## src/rtl/mem_master.sv

```systemverilog
// Single-outstanding memory request master: issues a command to the memory
// stage, retries on error, times out on a missing ack, and returns a response.
module mem_master #(
  parameter int unsigned TIMEOUT   = 15,
  parameter int unsigned MAX_RETRY = 2
) (
  input  logic        clk,
  input  logic        aresetn,
  input  logic        cmd_valid,
  output logic        cmd_ready,
  input  logic        cmd_read,
  input  logic [7:0]  cmd_addr,
  output logic        mem_req,
  output logic        mem_read,
  output logic        mem_write,
  output logic [7:0]  mem_addr,
  input  logic        mem_ack,
  input  logic        mem_err,
  input  logic [31:0] mem_data,
  output logic        rsp_valid,
  input  logic        rsp_ready,
  output logic [31:0] rsp_data,
  output logic [1:0]  rsp_status,
  output logic [2:0]  rsp_retries
);

  typedef enum logic [1:0] {IDLE, REQ, GAP, RESP} state_t;

  localparam logic [1:0] ST_OK      = 2'b00;
  localparam logic [1:0] ST_ERR     = 2'b01;
  localparam logic [1:0] ST_TIMEOUT = 2'b10;

  state_t      state;
  logic        lat_read;
  logic [7:0]  tcnt;
  logic [2:0]  rcnt;
  logic [8:0]  tnext;

  assign cmd_ready = (state == IDLE);

  // One bit wider so the TIMEOUT=255 compare cannot wrap.
  always_comb begin
    tnext = {1'b0, tcnt} + 9'd1;
  end

  always_ff @(posedge clk or negedge aresetn) begin
    if (!aresetn) begin
      state       <= IDLE;
      lat_read    <= 1'b0;
      tcnt        <= '0;
      rcnt        <= '0;
      mem_req     <= 1'b0;
      mem_read    <= 1'b0;
      mem_write   <= 1'b0;
      mem_addr    <= '0;
      rsp_valid   <= 1'b0;
      rsp_data    <= '0;
      rsp_status  <= ST_OK;
      rsp_retries <= '0;
    end else begin
      case (state)
        IDLE: begin
          if (cmd_valid) begin
            lat_read  <= cmd_read;
            mem_addr  <= cmd_addr;
            tcnt      <= '0;
            rcnt      <= '0;
            mem_req   <= 1'b1;
            mem_read  <= cmd_read;
            mem_write <= ~cmd_read;
            state     <= REQ;
          end
        end
        REQ: begin
          if (mem_ack) begin
            mem_req   <= 1'b0;
            mem_read  <= 1'b0;
            mem_write <= 1'b0;
            if (!mem_err) begin
              rsp_data    <= lat_read ? mem_data : '0;
              rsp_status  <= ST_OK;
              rsp_retries <= rcnt;
              rsp_valid   <= 1'b1;
              state       <= RESP;
            end else if (rcnt < 3'(MAX_RETRY) && rcnt != '1) begin
              rcnt  <= rcnt + 3'd1;
              state <= GAP;
            end else begin
              rsp_data    <= '0;
              rsp_status  <= ST_ERR;
              rsp_retries <= rcnt;
              rsp_valid   <= 1'b1;
              state       <= RESP;
            end
          end else begin
            if (tcnt != '1) tcnt <= tcnt + 8'd1;
            if (tnext >= 9'(TIMEOUT)) begin
              mem_req     <= 1'b0;
              mem_read    <= 1'b0;
              mem_write   <= 1'b0;
              rsp_data    <= '0;
              rsp_status  <= ST_TIMEOUT;
              rsp_retries <= rcnt;
              rsp_valid   <= 1'b1;
              state       <= RESP;
            end
          end
        end
        GAP: begin
          tcnt      <= '0;
          mem_req   <= 1'b1;
          mem_read  <= lat_read;
          mem_write <= ~lat_read;
          state     <= REQ;
        end
        RESP: begin
          if (rsp_ready) begin
            rsp_valid <= 1'b0;
            state     <= IDLE;
          end
        end
        default: state <= IDLE;
      endcase
    end
  end

endmodule

```

## config.mk

```make
export PLATFORM = sky130hd
export DESIGN_NAME = mem_master
export DESIGN_NICKNAME = d
export VERILOG_FILES = /design/src/rtl/mem_master.sv
export SDC_FILE = /design/constraint.sdc
export NUM_CORES = 1
export LEC_CHECK = 0
export CORE_MARGIN = 1.5
export CORE_UTILIZATION = 35
export DETAILED_ROUTE_END_ITERATION = 6
export HOLD_SLACK_MARGIN = 0.1
export PLACE_DENSITY = 0.71
export SLEW_MARGIN = 5
export SYNTH_ARGS = -nofsm -noshare
export SYNTH_HDL_FRONTEND = slang
export SYNTH_SLANG_ARGS = --single-unit
```

## constraint.sdc

```tcl
create_clock -name clk -period 2.1 [get_ports clk]
set_input_delay 0.315 -clock clk [delete_from_list [all_inputs] [get_ports clk]]
set_output_delay 0.315 -clock clk [all_outputs]
set_load 0.01 [all_outputs]
```

# Word-level counts from Yosys, hierarchy flattened
# Cells that the tools add are included.
dict set report word_totals {
  reg_bits 63
  input_bits 47
  output_inout_bits 50
  wordCells 90
}
dict set report op_classes {
  add_sub_neg 3
  n_lt_le_gt_ge 2
  n_eq_ne 15
  n_mux 43
  bitwise_logic 2
  reduce_logical 13
}
# operator count
set ops {}
lappend ops {{$mux 32} 5}
lappend ops {{$mux 3} 8}
lappend ops {{$mux 8} 3}
lappend ops {{$pmux 8 s3} 1}
lappend ops {{$mux 2} 8}
lappend ops {{$ne 2x2->1 const B} 7}
lappend ops {{$mux 1} 12}
lappend ops {{$add 8x1->9 const B} 1}
lappend ops {{$ge 9x4->1 const B} 1}
lappend ops {{$ne 3x3->1 const B} 3}
lappend ops {{$pmux 1 s3} 3}
lappend ops {{$reduce_and 3->1} 3}
lappend ops {{$add 8x1->8 const B} 1}
lappend ops {{$ne 8x8->1 const B} 1}
lappend ops {{$pmux 2 s4} 1}
lappend ops {{$reduce_and 4->1} 2}
lappend ops {{$pmux 3 s2} 1}
lappend ops {{$reduce_bool 2->1} 3}
lappend ops {{$reduce_and 5->1} 1}
lappend ops {{$eq 2x2->1 const B} 2}
lappend ops {{$ne 4x4->1 const B} 1}
lappend ops {{$add 3x1->3 const B} 1}
lappend ops {{$lt 3x2->1 const B} 1}
lappend ops {{$reduce_bool 3->1} 1}
lappend ops {{other kinds (6)} 7}

# Depth between registers and ports, before layout
dict set report depth {
  word_depth 6
  depth_mapped 8
  mapped_depth_nobuf 7
}

# Worst setup path before layout
# Ideal clock, no wire load.
dict set report synth_path {
  path_type {register to register}
  from {register tcnt[0]}
  to {register rsp_retries[0]}
  arrival_time_ns 1.943
  t_required_ns 1.975
  path_slack_ns 0.032
  stages_incl_launch_ff 7
  period_less_slack_ns 2.068
  cell_sequence {dfrtp_1 ha_1 and3_1 or3_1 o21a_1 o31ai_4 mux2_4}
}
dict set report synth_via {
  elab_chain_len 4
}
# element line
set synth_rtl {}
lappend synth_rtl {{start: declaration} 35} ;# logic [7:0] tcnt;
lappend synth_rtl {{start signal: assignment} 96} ;# if (tcnt != '1) tcnt <= tcnt + 8'd1;
lappend synth_rtl {{$add 8x1->9} 43} ;# tnext = {1'b0, tcnt} + 9'd1;
lappend synth_rtl {{$ge 9x4->1} 97} ;# if (tnext >= 9'(TIMEOUT)) begin
lappend synth_rtl {{$reduce_bool 2->1 (no line)} -}
lappend synth_rtl {{$reduce_and 3->1 (no line)} -}
lappend synth_rtl {{end signal: assignment} 82} ;# rsp_retries <= rcnt;
lappend synth_rtl {{end signal: assignment} 91} ;# rsp_retries <= rcnt;
lappend synth_rtl {{end signal: assignment} 103} ;# rsp_retries <= rcnt;
lappend synth_rtl {{end: declaration} 24} ;# output logic [2:0] rsp_retries
# No other way between the ends.
# A chain may end at the register's enable or synchronous reset.

# Worst setup path after layout
dict set report layout_path {
  from {register tcnt[1]}
  to {register rsp_data[22]}
}
dict set report layout_via {
  elab_chain_len 4
}
# element line
set layout_rtl {}
lappend layout_rtl {{$add 8x1->9} 43}
lappend layout_rtl {{$ge 9x4->1} 97}
lappend layout_rtl {{$reduce_bool 2->1 (no line)} -}
lappend layout_rtl {{$reduce_and 3->1 (no line)} -}
lappend layout_rtl {{end signal: assignment} 80} ;# rsp_data <= lat_read ? mem_data : '0;
lappend layout_rtl {{end: declaration} 22} ;# output logic [31:0] rsp_data,
# No other way between the ends.

==> reports/qor.yml <==
logic_synthesis:
  synth_ff_type: "dfrtp_1"
  avgSynthCellArea_um2: 10.4
  syn-num-nets: 354
  synth_compound_area_share_pct: 11.1
  synth_seq_cells: 63
  ys_seq_area_share_pct: 50.7
  synth_mux_area_share_pct: 15.0
  synth_top_family_by_area: "multiplexers"
  yosys.area.top_type: "dfrtp_1"
  netlist_area_um2: 3110
  async_reset_ff_share_pct: 100
  synth_xor_area_share_pct: 1.69
  synth_warnings: 0
  yosys.area_share.adder_pct: 3.22
  yosysTopAreaCellShare_pct: 50.7
  syn_inst: 299
  yosysUniqueCellTypes: 48
  yosys-top-cells-area: "dfrtp_1 51%, mux2i_1 11%, inv_1 5.4%"
  synth-edff-count: 0
  synthSimpleGateAreaFrac_pct: 11.0
clock_network:
  cts-root-buf: "clkbuf_8"
  cts-htree-levels: 3
  cts_tree: "done"
  cts_made_buffers: 9
  clk_pin_slew_ns: 0.07
  insertion_delay_ns: 0.34
  clockBufferDepth: 2
  cts.sinks: 63
timing:
  slew_headroom_pct: 64.8
  layout_setup_ws_ns: 0.0607
  period_share_pct: 97.1
  rsz0062_at_grt: "yes"
  setup_viol: 0
  final.setup.tns_ns: 0
  hold_violations: 0
  skew_ns: 0.0133
  drv_slew: 0
  worstMarginPinSlew_ns: 0.528
  min_period_ns: 2.04
  fmax_mhz: 490
power_and_ir_drop:
  power_density_nw_per_um2: 1080
  peakVddDrop_mv: 0.752
  finalPower_mw: 5.13
  p_leak_nw: 2.02
finish:
  diodes: 0
  multi_input_area_um2: 1370
  layout_commonest_cell: "clkdlybuf4s50_1"
  nFillCells: 768
  final_util_pct: 54.6
  regArea_um2: 1580
  drive_gt1_share_pct: 16.5
  final_cell_mix: "95 x clkdlybuf4s50_1, 61 x dfrtp_1, 45 x inv_1, 44 x nand2_1, 34 x mux2i_1"
  areaGrowthSynthToFinish_pct: 52.4
  layout.nets: 482
drt:
  viasPerCell: 4.83
  num_vias: 2603
  wl_met2_um: 3700
  firstDrtPassIters: 4
  wl_met1_um: 3500
  postRouteAntennaNets: 0
  dr.max_layer_used: "met4"
  wl_per_cell_um: 14.3
  wl_um: 7690
  drtIter0Drc: 112
  drc: 0
  wl_met3_um: 375
global_route:
  grt_overflow: 0
  antenna_found_initial: 0
  grt_pass1_wl_um: 12700
  grt_max_degree: 33
  grt_pass1_vias: 2703
  grt.total_usage_pct: 16.6
run:
  drv_cap: 0
setup_path:
  critPathKind: "register to register"
  critPathCaptureType: "register"
  crit_path_start_kind: "register"
  cp.required_ns: 2.35
  crit_fanout: 12
  arrival_ns: 2.29
floorplanning:
  dieArea_um2: 9460
  rows: 34
  die_h_um: 97.3
  start_util_pct: 35.8
  fp.dieW_um: 97.3
  ios: 97
  coreArea_um2: 8680
placed_design:
  hpwl_um: 5480
  place_ws_ns: 0.0547
  gp_congestion: 0.822
  port_buffers: 96
outcome:
  outcome: "complete, no violations"
min_path:
  min_path_type: "input port to async pin"
-- power by group --
group / internal, mW / switching, mW / total [mW]
logic: 1.30 / 1.01 / 2.31
registers: 1.55 / 0.219 / 1.76
clock network: 0.605 / 0.456 / 1.06
total: 3.45 / 1.68 / 5.13
-- cell families (layout without fill, tap and decap cells) --
group / count (synthesis) / after routing
compound gates: 47 / 47
xor+xnor: 6 / 6
fa+ha+maj: 8 / 8
buf+inv: 57 / 189
flops: 63 / 63
mux: 45 / 45
simple gates: 73 / 73
-- repair_timing --
item	in CTS	in global routing
setup buffers	0	2
endpoints found under the hold margin	19	0
hold buffers	1	0
setup endpoints to repair	0	46
gates resized for setup	0	11
-- path summary, 6_finish.rpt --
kind | slack [ns] | cells past startpoint | startpoint | end
setup / recovery | 0.06 | 9 | tcnt[1] | rsp_data[22]
hold / removal | 0.49 | 2 | aresetn | state[1]
min in group clk | 0.50 | 1 | rsp_status[1] | rsp_status[1]
hold reg to reg | 0.50 | 1 | rsp_status[1] | rsp_status[1]
setup reg to reg | 0.06 | 9 | tcnt[1] | rsp_data[22]
max in group asynchronous | 0.96 | 3 | aresetn | tcnt[1]
-- registers in the layout (all words and copies together), names as in the netlist, 2 cells and up --
register / cells
mem_addr: 8
rsp_data: 32
rcnt: 3
rsp_status: 2
state: 2
rsp_retries: 3
tcnt: 8
-- layout make-up --
type                            instances  area share [%]
Tap cell                              108            2.85
Multi-Input combinational cell        179            28.8
Timing Repair Buffer                  129            27.3
Clock inverter                          3           0.897
Sequential cell                        63            33.3
Clock buffer                           12            3.27
Inverter                               45            3.56
-- Yosys cell counts (3+ instances only) --
master	number
o21ai_0	11
dfrtp_1	63
clkbuf_1	8
xnor2_1	3
a31oi_1	5
mux2_2	10
xor2_1	3
nand3_1	7
mux2i_1	34
nand2_1	44
inv_1	45
ha_1	8
nand2b_1	3
a32o_1	4
a21oi_1	6
buf_4	3
nor2_1	5
-- per-layer routing --
metal  global-route usage (%)  vias to the layer above
met5                        0                        -
met1                     20.5                     1263
met4                     6.59                        0
met2                     28.0                       66
li1                         -                     1263
met3                     3.96                       11
-- worst max-delay path, stage by stage (launching register included) --
cell	delay (ns)
dfrtp_2	0.45
ha_4	0.19
and3_1	0.17
or3_4	0.34
o21ai_2	0.07
buf_4	0.14
a31oi_4	0.09
buf_12	0.15
clkbuf_16	0.18
mux2i_1	0.17
-- metrics by stage --
step | area [um2] | hold WS, ns | std cells
final | 4740 | 0.486 | 539
after global placement | 4410 | 0.308 | 519
after floorplan | 3110 | 0.0194 | 299
after global routing | 4740 | 0.508 | 539
after CTS | 4610 | 0.487 | 535
after detailed placement | 4410 | 0.326 | 519
Power figures use the tool's default switching activity.
